`src/rtl/triroc_sc_loader.sv`:
```
`default_nettype none
// ============================================================================
// Module   : triroc_sc_loader
// Purpose  : Serializes host config words MSB-first into the TRIROC
//            slow-control register, driving ck_sr/rstb_sr/select/load_sc.
// Option   : TRIROC_SC_READBACK_EN adds CRC-16-CCITT on sent/readback bits.
// Revision : 1.0 - initial release
// ============================================================================
module triroc_sc_loader #(
  parameter int WIDTH      = 1256,
  parameter int CLK_DIV    = 4,
  parameter int RST_CYCLES = 8,
  parameter int LOAD_HOLD  = 8
) (
  input  logic        ck_sys,
  input  logic        rst_sys,
  input  logic        start,
  input  logic        rst_req,
  input  logic [31:0] s_data,
  input  logic        s_valid,
  output logic        s_ready,
  output logic        busy,
  output logic        done,
  output logic        ck_sr,
  output logic        rstb_sr,
  output logic        sr_in,
  input  logic        sr_out,
  output logic        select,
  output logic        load_sc,
  output logic [15:0] tx_crc,
  output logic [15:0] rb_crc
);

  localparam int c_BIT_W   = (WIDTH > 1) ? $clog2(WIDTH) : 1;
  localparam int c_CNT_MAX = (CLK_DIV > RST_CYCLES)
                           ? ((CLK_DIV > LOAD_HOLD) ? CLK_DIV : LOAD_HOLD)
                           : ((RST_CYCLES > LOAD_HOLD) ? RST_CYCLES : LOAD_HOLD);
  localparam int c_CNT_W   = $clog2(c_CNT_MAX + 1);

  typedef enum logic [2:0] {
    S_IDLE  = 3'd0,
    S_RST   = 3'd1,
    S_FETCH = 3'd2,
    S_SHIFT = 3'd3,
    S_LOAD  = 3'd4,
    S_DONE  = 3'd5
  } state_t;

  state_t               r_state, w_state_nxt;
  logic [c_CNT_W-1:0]   r_cnt, w_cnt_nxt;
  logic [c_BIT_W-1:0]   r_bit_cnt, w_bit_cnt_nxt;
  logic [4:0]           r_word_bit, w_word_bit_nxt;
  logic [30:0]          r_word, w_word_nxt;
  logic                 r_ck_sr, w_ck_sr_nxt;
  logic                 r_sr_in, w_sr_in_nxt;
  logic                 r_rstb_sr, w_rstb_sr_nxt;
  logic                 r_load_sc, w_load_sc_nxt;
  logic                 r_busy, w_busy_nxt;
  logic                 r_select, w_select_nxt;
  logic                 r_done, w_done_nxt;
  logic                 w_rise;
  logic                 w_start_acc;
  logic                 w_last_bit;

  assign w_last_bit = (r_bit_cnt == c_BIT_W'(WIDTH - 1));

  always_ff @(posedge ck_sys or posedge rst_sys) begin
    if (rst_sys) begin
      r_state    <= S_IDLE;
      r_cnt      <= '0;
      r_bit_cnt  <= '0;
      r_word_bit <= '0;
      r_word     <= '0;
      r_ck_sr    <= 1'b0;
      r_sr_in    <= 1'b0;
      r_rstb_sr  <= 1'b1;
      r_load_sc  <= 1'b1;
      r_busy     <= 1'b0;
      r_select   <= 1'b0;
      r_done     <= 1'b0;
    end else begin
      r_state    <= w_state_nxt;
      r_cnt      <= w_cnt_nxt;
      r_bit_cnt  <= w_bit_cnt_nxt;
      r_word_bit <= w_word_bit_nxt;
      r_word     <= w_word_nxt;
      r_ck_sr    <= w_ck_sr_nxt;
      r_sr_in    <= w_sr_in_nxt;
      r_rstb_sr  <= w_rstb_sr_nxt;
      r_load_sc  <= w_load_sc_nxt;
      r_busy     <= w_busy_nxt;
      r_select   <= w_select_nxt;
      r_done     <= w_done_nxt;
    end
  end

  always_comb begin
    w_state_nxt    = r_state;
    w_cnt_nxt      = r_cnt;
    w_bit_cnt_nxt  = r_bit_cnt;
    w_word_bit_nxt = r_word_bit;
    w_word_nxt     = r_word;
    w_ck_sr_nxt    = r_ck_sr;
    w_sr_in_nxt    = r_sr_in;
    w_rstb_sr_nxt  = r_rstb_sr;
    w_load_sc_nxt  = r_load_sc;
    w_busy_nxt     = r_busy;
    w_select_nxt   = r_select;
    w_done_nxt     = 1'b0;
    w_rise         = 1'b0;
    w_start_acc    = 1'b0;
    case (r_state)
      S_IDLE: begin
        if (start) begin
          w_start_acc    = 1'b1;
          w_busy_nxt     = 1'b1;
          w_select_nxt   = 1'b1;
          w_bit_cnt_nxt  = '0;
          w_word_bit_nxt = '0;
          w_cnt_nxt      = '0;
          if (rst_req) begin
            w_state_nxt   = S_RST;
            w_rstb_sr_nxt = 1'b0;
          end else begin
            w_state_nxt = S_FETCH;
          end
        end
      end
      S_RST: begin
        if (r_cnt == c_CNT_W'(RST_CYCLES - 1)) begin
          w_rstb_sr_nxt = 1'b1;
          w_cnt_nxt     = '0;
          w_state_nxt   = S_FETCH;
        end else begin
          w_cnt_nxt = r_cnt + 1'b1;
        end
      end
      S_FETCH: begin
        // ck_sr sits low here, so a slow host just stretches the low phase
        if (s_valid) begin
          w_word_nxt  = s_data[30:0];
          w_sr_in_nxt = s_data[31];
          w_cnt_nxt   = '0;
          w_state_nxt = S_SHIFT;
          if (w_last_bit) w_load_sc_nxt = 1'b0;
        end
      end
      S_SHIFT: begin
        if (r_cnt != c_CNT_W'(CLK_DIV - 1)) begin
          w_cnt_nxt = r_cnt + 1'b1;
        end else if (!r_ck_sr) begin
          w_ck_sr_nxt = 1'b1;
          w_rise      = 1'b1;
          w_cnt_nxt   = '0;
          if (w_last_bit) w_state_nxt = S_LOAD;
        end else begin
          w_ck_sr_nxt   = 1'b0;
          w_cnt_nxt     = '0;
          w_bit_cnt_nxt = r_bit_cnt + 1'b1;
          if (r_word_bit == 5'd31) begin
            w_word_bit_nxt = '0;
            w_state_nxt    = S_FETCH;
          end else begin
            w_word_bit_nxt = r_word_bit + 1'b1;
            w_word_nxt     = {r_word[29:0], 1'b0};
            w_sr_in_nxt    = r_word[30];
            if (r_bit_cnt == c_BIT_W'(WIDTH - 2)) w_load_sc_nxt = 1'b0;
          end
        end
      end
      S_LOAD: begin
        // Entered on the final rising edge; finish its high phase, then hold load_sc
        w_cnt_nxt = r_cnt + 1'b1;
        if (r_cnt == c_CNT_W'(CLK_DIV - 1)) w_ck_sr_nxt = 1'b0;
        if (r_cnt == c_CNT_W'(LOAD_HOLD - 1)) begin
          w_ck_sr_nxt   = 1'b0;
          w_load_sc_nxt = 1'b1;
          w_done_nxt    = 1'b1;
          w_cnt_nxt     = '0;
          w_state_nxt   = S_DONE;
        end
      end
      S_DONE: begin
        w_busy_nxt   = 1'b0;
        w_select_nxt = 1'b0;
        w_sr_in_nxt  = 1'b0;
        w_state_nxt  = S_IDLE;
      end
      default: begin
        w_state_nxt = S_IDLE;
      end
    endcase
  end

  assign s_ready = (r_state == S_FETCH);
  assign busy    = r_busy;
  assign done    = r_done;
  assign ck_sr   = r_ck_sr;
  assign rstb_sr = r_rstb_sr;
  assign sr_in   = r_sr_in;
  assign select  = r_select;
  assign load_sc = r_load_sc;

`ifdef TRIROC_SC_READBACK_EN
  logic [15:0] r_tx_crc;
  logic [15:0] r_rb_crc;

  function automatic logic [15:0] crc16_step(input logic [15:0] crc, input logic b);
    crc16_step = {crc[14:0], 1'b0} ^ ((crc[15] ^ b) ? 16'h1021 : 16'h0000);
  endfunction

  // sr_out as seen in the cycle before the rise is what the register shifts out
  always_ff @(posedge ck_sys or posedge rst_sys) begin
    if (rst_sys) begin
      r_tx_crc <= '0;
      r_rb_crc <= '0;
    end else if (w_start_acc) begin
      r_tx_crc <= 16'hFFFF;
      r_rb_crc <= 16'hFFFF;
    end else if (w_rise) begin
      r_tx_crc <= crc16_step(r_tx_crc, r_sr_in);
      r_rb_crc <= crc16_step(r_rb_crc, sr_out);
    end
  end

  assign tx_crc = r_tx_crc;
  assign rb_crc = r_rb_crc;
`else
  logic w_unused;
  assign w_unused = ^{sr_out, w_rise, w_start_acc};
  assign tx_crc   = 16'h0000;
  assign rb_crc   = 16'h0000;
`endif

endmodule
`default_nettype wire

```
`config.mk`:
```
export PLATFORM = sky130hd
export DESIGN_NAME = triroc_sc_loader
export DESIGN_NICKNAME = d
export VERILOG_FILES = /design/src/rtl/triroc_sc_loader.sv
export SDC_FILE = /design/constraint.sdc
export NUM_CORES = 1
export LEC_CHECK = 0
export ABC_CLOCK_PERIOD_IN_PS = 3400
export BUFFER_PORTS_ARGS = -buffer_cell sky130_fd_sc_hd__buf_2
export CAP_MARGIN = 25
export CORE_MARGIN = 3
export CORE_UTILIZATION = 55
export CTS_CLUSTER_SIZE = 40
export DETAILED_ROUTE_END_ITERATION = 12
export PLACE_DENSITY = 0.81
export REMOVE_ABC_BUFFERS = 1
export SYNTH_ARGS = -nofsm -noshare
export SYNTH_HDL_FRONTEND = slang
export SYNTH_SLANG_ARGS = --single-unit
export TNS_END_PERCENT = 50
```
`constraint.sdc`:
```
create_clock -name ck_sys -period 3.4 [get_ports ck_sys]
set_input_delay 0.51 -clock ck_sys [delete_from_list [all_inputs] [get_ports ck_sys]]
set_output_delay 0.51 -clock ck_sys [all_outputs]
set_load 0.01 [all_outputs]
```
==> Yosys cells after proc, flatten, opt, wreduce, memory -nomap -nowiden <==
Index checks and enable logic that the tools add are counted.
{ "word_totals": {"in_bits": 38, "out_inout_bits": 40, "regBits": 60, "wordCells": 111} }
{ "classes": {"eq_ne": 24, "n_addsub": 3, "mux": 54, "reduce_logical": 19} }
{ "ops": {"columns": ["op", "count"], "rows": [
  ["2-to-1 mux 31 bit", 4],
  ["one-hot mux 31 bit (2 select lines)", 1],
  ["2-to-1 mux 11 bit", 3],
  ["2-to-1 mux 3 bit", 8],
  ["equality test 11 bit, second input constant", 2],
  ["one-hot mux 11 bit (2 select lines)", 1],
  ["2-to-1 mux 1 bit", 20],
  ["2-to-1 mux 5 bit", 4],
  ["!= test 2 bit, second input constant", 9],
  ["2-to-1 mux 4 bit", 4],
  ["one-hot mux 4 bit (4 select lines)", 1],
  ["one-hot mux 3 bit (5 select lines)", 1],
  ["adder 11 x 1 -> 11 bit, second input constant", 1],
  ["one-hot mux 5 bit (2 select lines)", 1],
  ["AND reduction 5 bit", 2],
  ["nonzero test 2 bit", 5],
  ["!= test 3 bit, second input constant", 3],
  ["AND reduction 4 bit", 2],
  ["AND reduction 8 bit", 1],
  ["AND reduction 7 bit", 1],
  ["equality test 3 x 2 -> 1 bit, second input constant", 2],
  ["equality test 3 bit, second input constant", 2],
  ["one-hot mux 1 bit (2 select lines)", 3],
  ["one-hot mux 1 bit (3 select lines)", 2],
  ["other kinds (15)", 17]
]} }

==> Depth between registers and ports, before layout <==
Gate-level depths: netlist (run 1).
{ "logic_depth": {"word_depth": 6, "mapped_depth": 9, "ltp_nobuf": 8} }

==> Worst setup path before layout (run 1) <==
No wires, ideal clock.
{ "synth_path": {"kind": "reg-to-reg", "startpoint": "reg r_word_bit[0]", "endpoint": "reg r_word[23]", "arrival_ns": 1.811, "required_ns": 3.272, "path_buffers": 1, "setup_ns": 0.128, "stages_incl_launch_ff": 10, "path_slack_ns": 1.461, "period_less_slack_ns": 1.939, "cell_sequence": "dfrtp_1 -> ha_1 -> and3_1 -> ha_1 -> nand4bb_1 -> nor2_1 -> nor2_2 -> buf_2 -> nand2_1 -> o21ai_0"} }
{ "synth_via": {"elab_chain_len": 3} }
{ "synth_lines": {"columns": ["element", "line", "text"], "rows": [
  ["start: declaration", "52", "logic [4:0] r_word_bit, w_word_bit_nxt;"],
  ["start signal: assignment", "85", "r_word_bit <= w_word_bit_nxt;"],
  ["equality test 5 bit", "160", "if (r_word_bit == 5'd31) begin"],
  ["!= test 2 bit (no source line)", null, null],
  ["AND reduction 5 bit (no source line)", null, null],
  ["end signal: assignment", "86", "r_word <= w_word_nxt;"],
  ["end: declaration", "53", "logic [30:0] r_word, w_word_nxt;"]
]} }
No other way between the ends.
A chain may end at the register's enable or synchronous reset.

==> Final worst setup path (run 1) <==
{ "layout_path": {"startpoint": "reg r_word_bit[0]", "endpoint": "reg r_word[15]"} }
The elaborated chain is that of the path after synthesis.

==> results of run 1 <==
-- final cells by class --
class	count	area [sq um]	share of cell area
Multi-Input combinational cell	271	1630	0.434
Tap cell	72	90.1	0.0240
Clock buffer	13	169	0.0450
Sequential cell	60	1500	0.401
Inverter	6	22.5	0.00600
Clock inverter	3	67.6	0.0180
Timing Repair Buffer	49	270	0.0720
-- report_power, final --
group	switching (mW)	total, mW	internal (mW)	leakage [nW]
clock network	0.286	0.759	0.473	0.116
registers	0.201	1.15	0.947	0.771
logic	0.588	1.05	0.464	0.969
-- Yosys cell counts (all sizes together) (2+ instances only) --
cell type and n:
and3 4, o21ai 60, mux2 4, ha 5
or2 2, a21oi 8, buf 48, inv 6
nor3 3, nand4 4, dfrtp 58, mux2i 31
and2 3, a22o 3, a21o 2, nor3b 2
a31oi 7, dfstp 2, nand2b 3, nand2 52
o31ai 2, nand4bb 3, clkbuf 3, nand3 7
nor2 17
-- metal layers --
layer / vias to the layer above / global-route usage / part of all wire
met1: 1213 / 0.266 / 0.44
li1: 1266 / - / -
met4: 0 / 0.0863 / 0.021
met2: 91 / 0.307 / 0.47
met3: 13 / 0.0599 / 0.074
met5: - / 0 / 0
-- layout by cell type, fill, tap and decap left out, drive strengths merged, types with 6 or more instances in the layout --
| master | n |
|---|---|
| o21ai | 60 |
| dfrtp | 58 |
| nand2 | 52 |
| buf | 49 |
| conb | 32 |
| mux2i | 31 |
| nor2 | 17 |
| clkbuf | 13 |
| a21oi | 8 |
| a31oi | 7 |
| nand3 | 7 |
| inv | 6 |
-- worst max path at each step --
stage                     cells after the start  slack (ns)                     end                       from
after floorplan                               8        0.65       sr_in$_DFFE_PP0P_  r_word_bit[0]$_DFFE_PP0P_
after global placement                        9        0.99  r_word[14]$_DFFE_PP0P_  r_word_bit[0]$_DFFE_PP0P_
after detailed placement                      9        0.99  r_word[15]$_DFFE_PP0P_  r_word_bit[0]$_DFFE_PP0P_
after CTS                                     9        0.95   r_word[5]$_DFFE_PP0P_  r_word_bit[0]$_DFFE_PP0P_
after global routing                          9        0.73  r_word[19]$_DFFE_PP0P_  r_word_bit[1]$_DFFE_PP0P_
final                                         9        0.98  r_word[15]$_DFFE_PP0P_  r_word_bit[0]$_DFFE_PP0P_
-- registers in the layout, summed over array words and instances (netlist names) --
signal	flops
r_cnt	4
load_sc	1
select	1
rstb_sr	1
r_state	3
ck_sr	1
r_word_bit	5
done	1
sr_in	1
r_bit_cnt	11
r_word	31
-- stage by stage --
step,hold WS (ns),instances
6_report,0.202,474
5_1_grt,0.240,474
4_1_cts,0.204,474
3_5_place_dp,0.474,458
3_3_place_gp,0.464,457
2_1_floorplan,0.442,337
-- logic make-up (layout without fill, tap and decap cells) --
| kind of cell | Yosys count | count (layout) |
|---|---|---|
| muxes | 35 | 35 |
| and+or+nand+nor | 106 | 106 |
| other | 1 | 32 |
| adders and majority gates | 5 | 5 |
| xor gates and xnor gates | 2 | 2 |
| buffers and inverters | 57 | 71 |
| DFF | 60 | 60 |
| AOI/OAI and AO/OA | 91 | 91 |
-- worst max-delay path, stage by stage, from the launching register on --
cell,delay [ns]
dfrtp_1,0.40
ha_1,0.23
and3_1,0.19
ha_1,0.19
nand4bb_1,0.27
nor2_1,0.37
nor2_4,0.18
buf_4,0.28
nand2_1,0.10
o21ai_1,0.07
==> impl_metrics.csv, run 1 <==
group,metric,value,unit
outcome,status,"finished, final reports clean",
placed_design,hpwl,4590,microns
clocking,htreeDepth,3,
logic_synthesis,syn_area,3370,sq um
logic_synthesis,ys_seq_area_frac,0.446,
logic_synthesis,synth_compound_area_frac,0.156,
worst_setup_path,worst-r2r-setup-slack,0.98,ns
placed_design,gp_congestion,0.808,
logic_synthesis,syn_avg_cell_area,9.45,sq um
power_and_ir_drop,cellLeakagePower,1.86,nW
floorplanning,initial_core_util,0.591,
clocking,insertion_delay,0.34,ns
worst_setup_path,r2r-start,"r_word_bit[0]$_DFFE_PP0P_",
timing,final.setup.tns,0,ns
clocking,clock_path_buffers,2,
final_layout,final_area,3750,sq um
timing,finalSetupViolCount,0,
floorplanning,rows,27,
final_layout,drive_above_1_share,0.204,
min_path,hold_class,"in -> async",
clocking,cts_resized,0,
clocking,root_buffer,"clkbuf_8",
global_routing,grt_pass1_vias,2497,
floorplanning,coreArea,5710,sq um
clocking,cts_made_buffers,9,
timing,tightest_slew,0.692,ns
detailed_routing,avgRoutedWirePerCell,13.8,microns
worst_setup_path,worstSetupPathType,"reg -> reg",
detailed_routing,first_pass_iters,4,
timing,grt_setup_unrepaired,"false",
floorplanning,io_pins,78,
timing,max_slew_margin,0.539,
detailed_routing,viasPerCell,5.45,
logic_synthesis,synthXorXnorAreaFrac,0.00519,
detailed_routing,wl,6560,microns
detailed_routing,drc,0,
clocking,cts_hold_buf,0,
power_and_ir_drop,powerDensity,789,nW/um^2
final_layout,nets,440,
logic_synthesis,synth_edf_count,0,
logic_synthesis,ys_top_cells_by_area,"dfrtp_1 43%, mux2i_1 9.2%, buf_4 7.6%, nand2_1 5.7%, o21ai_1 5.2%",
timing,setup_ws,0.978,ns
worst_setup_path,crit_arrival,2.64,ns
placed_design,pre_cts_ws,0.985,ns
logic_synthesis,syn_inst,357,
logic_synthesis,ys_warn_count,0,
timing,slew_viol_final,0,
placed_design,place_area,3510,sq um
floorplanning,die_area,7110,sq um
final_layout,area_growth,11.2,%
logic_synthesis,synthMuxAreaShare,0.105,
detailed_routing,antenna_violating_nets_post_route,0,
clocking,cts_tree,"built",
clocking,cts_setup_buffers,0,
timing,hold_viol,0,
floorplanning,fp.dieW,84.3,microns
global_routing,grt_max_degree,39,
logic_synthesis,ys_seq_elements,60,
worst_setup_path,cp_max_fo,38,
final_layout,n_fill_cell,451,
logic_synthesis,yosys.area.top_type_share,0.430,
global_routing,track_usage,0.201,
job,maxCapViolCount,0,
placed_design,port_buffers,44,
logic_synthesis,synth.distinct_cells,54,
logic_synthesis,synthAdderAreaFrac,0.0186,
logic_synthesis,synthArstFlopShare,1.00,
worst_setup_path,worstSetupStartpointType,"flop",
logic_synthesis,synth_ff_type,"dfrtp_1",
floorplanning,die_h,84.3,microns
worst_setup_path,rr_worst_depth,9,
timing,skew,0.0111,ns
power_and_ir_drop,ir_worst_vdd,0.488,mV
clocking,cts.reportedPaths.clkPinSlew,0.07,ns
clocking,clock-sinks,60,
logic_synthesis,synth-simple-area-share,0.160,
timing,period_share,0.712,
global_routing,grt_pass1_wl,11600,microns
final_layout,fin_util,0.657,
logic_synthesis,synth_top_family_by_area,"simple AND/OR/NAND/NOR gates",
detailed_routing,dr_total_vias,2583,
global_routing,antenna_found_initial,0,
global_routing,grt-ovfl-total,0,
power_and_ir_drop,finalPower,2.96,mW
logic_synthesis,synth_top_area_cell,"dfrtp_1",
detailed_routing,first_iter_violations,184,
timing,period_needed,2.42,ns
worst_setup_path,cp-end-kind,"flop",
worst_setup_path,reg2reg_to,"r_word[15]$_DFFE_PP0P_",
final_layout,antenna_cells,0,
worst_setup_path,crit_required,3.61,ns
timing,fmax,413,MHz
No activity file was read; power rests on OpenSTA's default activity.
==> run 2, diff against run 1 <==
--- a/config.mk
+++ b/config.mk
@@ -5,14 +5,14 @@
 export SDC_FILE = /design/constraint.sdc
 export NUM_CORES = 1
 export LEC_CHECK = 0
-export ABC_CLOCK_PERIOD_IN_PS = 3400
+export ABC_CLOCK_PERIOD_IN_PS = 2250
 export BUFFER_PORTS_ARGS = -buffer_cell sky130_fd_sc_hd__buf_2
 export CAP_MARGIN = 25
 export CORE_MARGIN = 3
-export CORE_UTILIZATION = 55
+export CORE_UTILIZATION = 54
 export CTS_CLUSTER_SIZE = 40
 export DETAILED_ROUTE_END_ITERATION = 12
-export PLACE_DENSITY = 0.81
+export PLACE_DENSITY = 0.8
 export REMOVE_ABC_BUFFERS = 1
 export SYNTH_ARGS = -nofsm -noshare
 export SYNTH_HDL_FRONTEND = slang
==> constraint.sdc (replaced) <==
create_clock -name ck_sys -period 2.25 [get_ports ck_sys]
set_input_delay 0.3375 -clock ck_sys [delete_from_list [all_inputs] [get_ports ck_sys]]
set_output_delay 0.3375 -clock ck_sys [all_outputs]
set_load 0.01 [all_outputs]
==> run 2 against run 1 <==
Clock-buffer cell count shrank 4. Sequential power grew 50%. Utilization shrank 2.6 points. Power grew 46%. Largest cell class unchanged.
==> impl_metrics.csv, run 2 (same netlist as run 1, synthesis figures left out) <==
group,metric,value,unit
outcome,status,"finished, final reports clean",
timing,skew,0.00817,ns
global_routing,antenna_found_initial,0,
detailed_routing,first_iter_violations,186,
worst_setup_path,worstSetupStartpointType,"flop",
timing,fmax,479,MHz
floorplanning,rows,28,
clocking,cts_hold_buf,0,
clocking,cts_tree,"built",
power_and_ir_drop,finalPower,4.32,mW
job,maxCapViolCount,0,
final_layout,area_growth,12.2,%
timing,slew_viol_final,0,
timing,whs,0.0589,ns
floorplanning,io_pins,78,
min_path,hold_class,"in -> async",
floorplanning,die_h,85.0,microns
detailed_routing,first_pass_iters,5,
placed_design,port_buffers,44,
clocking,root_buffer,"clkbuf_8",
global_routing,grt-ovfl-total,0,
clocking,htreeDepth,3,
power_and_ir_drop,netSwitchingFraction,0.393,
detailed_routing,viasPerCell,5.42,
timing,hold_viol,0,
global_routing,grt_max_degree,61,
power_and_ir_drop,comb_power_share,0.400,
timing,max_slew_margin,0.582,
clocking,clock_path_buffers,2,
final_layout,final_common_cell,"dfrtp_1",
floorplanning,fp.dieW,85.0,microns
detailed_routing,antenna_violating_nets_post_route,0,
timing,tightest_slew,0.626,ns
power_and_ir_drop,clockPowerShare,0.202,
timing,grt_setup_unrepaired,"false",
placed_design,hpwl,4590,microns
floorplanning,die_area,7230,sq um
global_routing,track_usage,0.192,
power_and_ir_drop,cellLeakagePower,1.88,nW
global_routing,grt_pass1_wl,11200,microns
timing,period_needed,2.09,ns
detailed_routing,dr_total_vias,2628,
clocking,insertion_delay,0.34,ns
power_and_ir_drop,p_switching,1.70,mW
clocking,cts.reportedPaths.clkPinSlew,0.07,ns
detailed_routing,avgRoutedWirePerCell,13.5,microns
worst_setup_path,worstSetupPathType,"reg -> reg",
power_and_ir_drop,ir_worst_vdd,0.702,mV
detailed_routing,drc,0,
final_layout,fin_util,0.631,
timing,period_share,0.929,
final_layout,top_regs,"r_word (31), r_bit_cnt (11), r_word_bit (5)",
clocking,clock-sinks,60,
final_layout,antenna_cells,0,
timing,finalSetupViolCount,0,
final_layout,final_area,3780,sq um
worst_setup_path,cp_max_fo,13,
placed_design,gp_congestion,0.829,
worst_setup_path,crit_required,2.48,ns
final_layout,top_register,"r_word",
detailed_routing,wl,6520,microns
clocking,cts_setup_buffers,0,
power_and_ir_drop,intPower,2.63,mW
floorplanning,initial_core_util,0.563,
final_layout,mostFrequentLayoutCells,"58 x dfrtp_1, 51 x nand2_1, 44 x buf_2",
final_layout,drive_above_1_share,0.224,
clocking,cts_made_buffers,9,
final_layout,largest_reg_flops,31,
worst_setup_path,crit_arrival,2.32,ns
power_and_ir_drop,p_seq_frac,0.397,
power_and_ir_drop,powerDensity,1140,nW/um^2
final_layout,nets,448,
worst_setup_path,cp-end-kind,"flop",
floorplanning,coreArea,5990,sq um
global_routing,grt_pass1_vias,2438,
placed_design,place_area,3600,sq um
==> run 2: cell types whose count changed in the layout (fill, tap and decap cells not counted), sizes merged <==
| cell | previous run | this run |
|---|---|---|
| buf | 49 | 57 |
| bufinv | 2 | 0 |
| inv | 6 | 7 |
| clkbuf | 13 | 9 |
| clkinv | 0 | 5 |
==> run 2: power by group through the flow <==
stage	sequential (mW)	combinational (mW)	clock, mW
after floorplan	1.68	1.27	0
after global placement	1.71	1.68	0
after detailed placement	1.72	1.74	0
after CTS	1.71	1.74	0.892
after global routing	1.77	1.96	0.938
final	1.72	1.73	0.874
==> run 2: layer usage <==
layer  GRT usage  up-vias  wire length [microns]
met3      0.0466       16                    483
met1       0.259     1233                   2960
met2       0.292       90                   2950
met5           0        -                      0
met4      0.0892        0                    132
li1            -     1289                      -
==> run 2: worst max-delay path, cell delays in order, from the launching register on <==
cell       delay, ns
dfrtp_1         0.41
ha_1            0.23
and3_1          0.19
ha_1            0.19
nand4bb_1       0.27
nor2_2          0.23
nor2_4          0.12
buf_4           0.20
nand2_1         0.08
o21ai_1         0.07
==> run 2: area by class of cell <==
class / instances / area, sq um
flip-flops and latches: 60 / 1500
fillers: 512 / 2210
clock buffers: 9 / 124
multi-input cells: 271 / 1630
repair buffers: 57 / 355
inverters: 6 / 22.5
clock inverters: 7 / 52.6
well taps: 75 / 93.8
==> run 2: path summary, 6_finish.rpt <==
| check | slack (ns) | start | cells after the start | end |
|---|---|---|---|---|
| worst max register to register | 0.16 | r_word_bit[0]$_DFFE_PP0P_ | 9 | r_word[24]$_DFFE_PP0P_ |
| min in group ck_sys | 0.23 | s_data[0] | 2 | r_word[0]$_DFFE_PP0P_ |
| max in group asynchronous | 1.90 | rst_sys | 3 | load_sc$_DFFE_PP1P_ |
| worst min register to register | 0.49 | r_word_bit[3]$_DFFE_PP0P_ | 1 | r_word_bit[3]$_DFFE_PP0P_ |
| worst min-delay path | 0.06 | rst_sys | 3 | r_word[29]$_DFFE_PP0P_ |
| worst max-delay path | 0.16 | r_word_bit[0]$_DFFE_PP0P_ | 9 | r_word[24]$_DFFE_PP0P_ |
==> run 2: through the flow <==
stage	TNS, ns	worst slack [ns]	cells
global placement	0	0.172	469
CTS	0	0.109	485
detailed placement	0	0.133	469
global route	0	0.00807	485
floorplan	-12.95	-0.502	337
finish	0	0.161	485
==> run 2: what timing repair did <==
item | in CTS | in global routing
setup endpoints to repair | 0 | 21
gates resized for setup | 0 | 1
hold endpoints to repair | 0 | 0
==> run 3, diff against run 2 <==
--- a/config.mk
+++ b/config.mk
@@ -5,7 +5,7 @@
 export SDC_FILE = /design/constraint.sdc
 export NUM_CORES = 1
 export LEC_CHECK = 0
-export ABC_CLOCK_PERIOD_IN_PS = 2250
+export ABC_CLOCK_PERIOD_IN_PS = 2100
 export BUFFER_PORTS_ARGS = -buffer_cell sky130_fd_sc_hd__buf_2
 export CAP_MARGIN = 25
 export CORE_MARGIN = 3
==> constraint.sdc (replaced) <==
create_clock -name ck_sys -period 2.1 [get_ports ck_sys]
set_input_delay 0.315 -clock ck_sys [delete_from_list [all_inputs] [get_ports ck_sys]]
set_output_delay 0.315 -clock ck_sys [all_outputs]
set_load 0.01 [all_outputs]
==> run 3 against run 2 <==
Critical path depth unchanged. Clock skew decreased by 0.0031 ns. Non-clock buffer count is 2 higher. Clock power up 41%. Die area stayed put. Worst setup slack got worse by 0.063 ns. Design area rose by 2.4%. Via count increased by 1.6%. Hold slack lost 0.034 ns. Utilization rose by 1.5 points. Wire length up 4.1%. Maximum frequency rose by 4.3%. Largest power group unchanged.
==> impl_metrics.csv, run 3 (same netlist as run 1, synthesis figures left out) <==
group,metric,value,unit
placed_design,hpwl,4650,microns
final_layout,n_fill_cell,498,
floorplanning,die_area,7230,sq um
clocking,cts_tree,"built",
worst_setup_path,worst-r2r-setup-slack,0.1,ns
global_routing,grt.busiest_layer,"met2",
timing,slew_viol_final,0,
placed_design,gp_congestion,0.856,
global_routing,track_usage,0.194,
worst_setup_path,cp_max_fo,3,
final_layout,nets,450,
final_layout,seqCellArea,1500,sq um
worst_setup_path,crit_end,"load_sc$_DFFE_PP1P_",
detailed_routing,dr_total_vias,2671,
clocking,htreeDepth,3,
floorplanning,io_pins,78,
clocking,cts_made_buffers,9,
final_layout,final-instance-count-excl-fill,487,
outcome,status,"finished, final reports clean",
final_layout,multi_input_area,1640,sq um
detailed_routing,drc,0,
final_layout,drive_above_1_share,0.228,
global_routing,use_met2,0.300,
floorplanning,initial_core_util,0.563,
min_path,hold_class,"in -> async",
worst_setup_path,crit_required,2.36,ns
worst_setup_path,r2r-start,"r_word_bit[0]$_DFFE_PP0P_",
global_routing,use_met1,0.252,
detailed_routing,wl,6790,microns
placed_design,dp.cells,469,
global_routing,grt_pass1_wl,11300,microns
power_and_ir_drop,cellLeakagePower,1.92,nW
clocking,clock_path_buffers,2,
worst_setup_path,worstSetupPathType,"reg -> reg",
timing,period_needed,2.00,ns
global_routing,grt-ovfl-total,0,
worst_setup_path,startpoint,"r_word_bit[0]$_DFFE_PP0P_",
power_and_ir_drop,ir_worst_vdd,0.826,mV
timing,hold_viol,0,
detailed_routing,first_pass_iters,4,
floorplanning,fp.dieW,85.0,microns
worst_setup_path,worstSetupStartpointType,"flop",
global_routing,grt_pass1_vias,2495,
detailed_routing,antenna_violating_nets_post_route,0,
global_routing,grt_use_met3,0.0476,
placed_design,place_area,3620,sq um
floorplanning,rows,28,
global_routing,grt_max_degree,61,
job,maxCapViolCount,0,
final_layout,final_common_cell,"dfrtp_1",
final_layout,largest_reg_flops,31,
floorplanning,die_h,85.0,microns
detailed_routing,avgRoutedWirePerCell,13.9,microns
final_layout,antenna_cells,0,
worst_setup_path,crit_arrival,2.27,ns
worst_setup_path,reg2reg_to,"load_sc$_DFFE_PP1P_",
final_layout,final_area,3870,sq um
timing,finalSetupViolCount,0,
worst_setup_path,cp-end-kind,"flop",
clocking,root_buffer,"clkbuf_8",
power_and_ir_drop,powerDensity,1290,nW/um^2
timing,skew,0.00507,ns
worst_setup_path,rr_worst_depth,9,
clocking,cts_hold_buf,0,
final_layout,area_growth,14.9,%
placed_design,port_buffers,44,
detailed_routing,first_iter_violations,191,
detailed_routing,viasPerCell,5.48,
timing,period_share,0.954,
global_routing,antenna_found_initial,0,
clocking,clock-sinks,60,
final_layout,top_regs,"r_word (31), r_bit_cnt (11), r_word_bit (5)",
timing,fmax,499,MHz
floorplanning,coreArea,5990,sq um
clocking,insertion_delay,0.34,ns
final_layout,top_register,"r_word",
final_layout,mostFrequentLayoutCells,"58 x dfrtp_1, 51 x nand2_1, 44 x buf_2",
clocking,cts.reportedPaths.clkPinSlew,0.07,ns
## run 3: power breakdown
part | switching [mW] | internal [mW] | total, mW
combinational | 1.03 | 0.878 | 1.90
clock | 0.463 | 0.766 | 1.23
sequential | 0.320 | 1.53 | 1.85
## run 3: layout make-up
cell class	count	area share
repair buffers	59	0.0988
clock inverters	3	0.0174
inverters	6	0.00581
well taps	75	0.0242
clock buffers	13	0.0436
flip-flops and latches	60	0.388
multi-input cells	271	0.422
## run 3: stage by stage
step	power (mW)	utilization	hold slack (ns)	TNS, ns	setup slack [ns]
after floorplan	3.16	-	0.442	-19.63	-0.652
after global placement	3.65	0.604	0.403	0	0.0865
after detailed placement	3.74	0.604	0.402	0	0.0558
after CTS	4.99	0.643	0.0338	0	0.0354
after global routing	5.34	0.647	0.0512	-0.139	-0.0291
final	4.99	0.647	0.0246	0	0.0974
## run 3: metal layers
| layer | up-vias | routed length, microns |
|---|---|---|
| met5 | - | 0 |
| met3 | 11 | 411 |
| li1 | 1280 | - |
| met1 | 1290 | 3060 |
| met4 | 0 | 124 |
| met2 | 90 | 3200 |
## run 3: how the worst min path moves through the flow
stage	from	end	depth (start not counted)
detailed placement	rst_sys	r_word[20]$_DFFE_PP0P_	3
global placement	rst_sys	r_word[20]$_DFFE_PP0P_	3
finish	rst_sys	r_word[21]$_DFFE_PP0P_	3
CTS	rst_sys	r_word[20]$_DFFE_PP0P_	3
global route	rst_sys	r_bit_cnt[0]$_DFFE_PP0P_	3
floorplan	r_word_bit[3]$_DFFE_PP0P_	r_word_bit[3]$_DFFE_PP0P_	1
## run 3: critical path, stage by stage, from the launching register on
cell	delay (ns)
dfrtp_1	0.40
ha_1	0.23
and3_1	0.19
ha_1	0.19
nand4bb_1	0.24
nor2_2	0.21
buf_4	0.15
a22oi_1	0.07
o21ai_0	0.16
o21ai_0	0.10
## run 3: what timing repair did
action	4_1_cts	5_1_grt
setup buffers	0	2
gates resized for setup	0	2
endpoints found under the setup margin	0	27
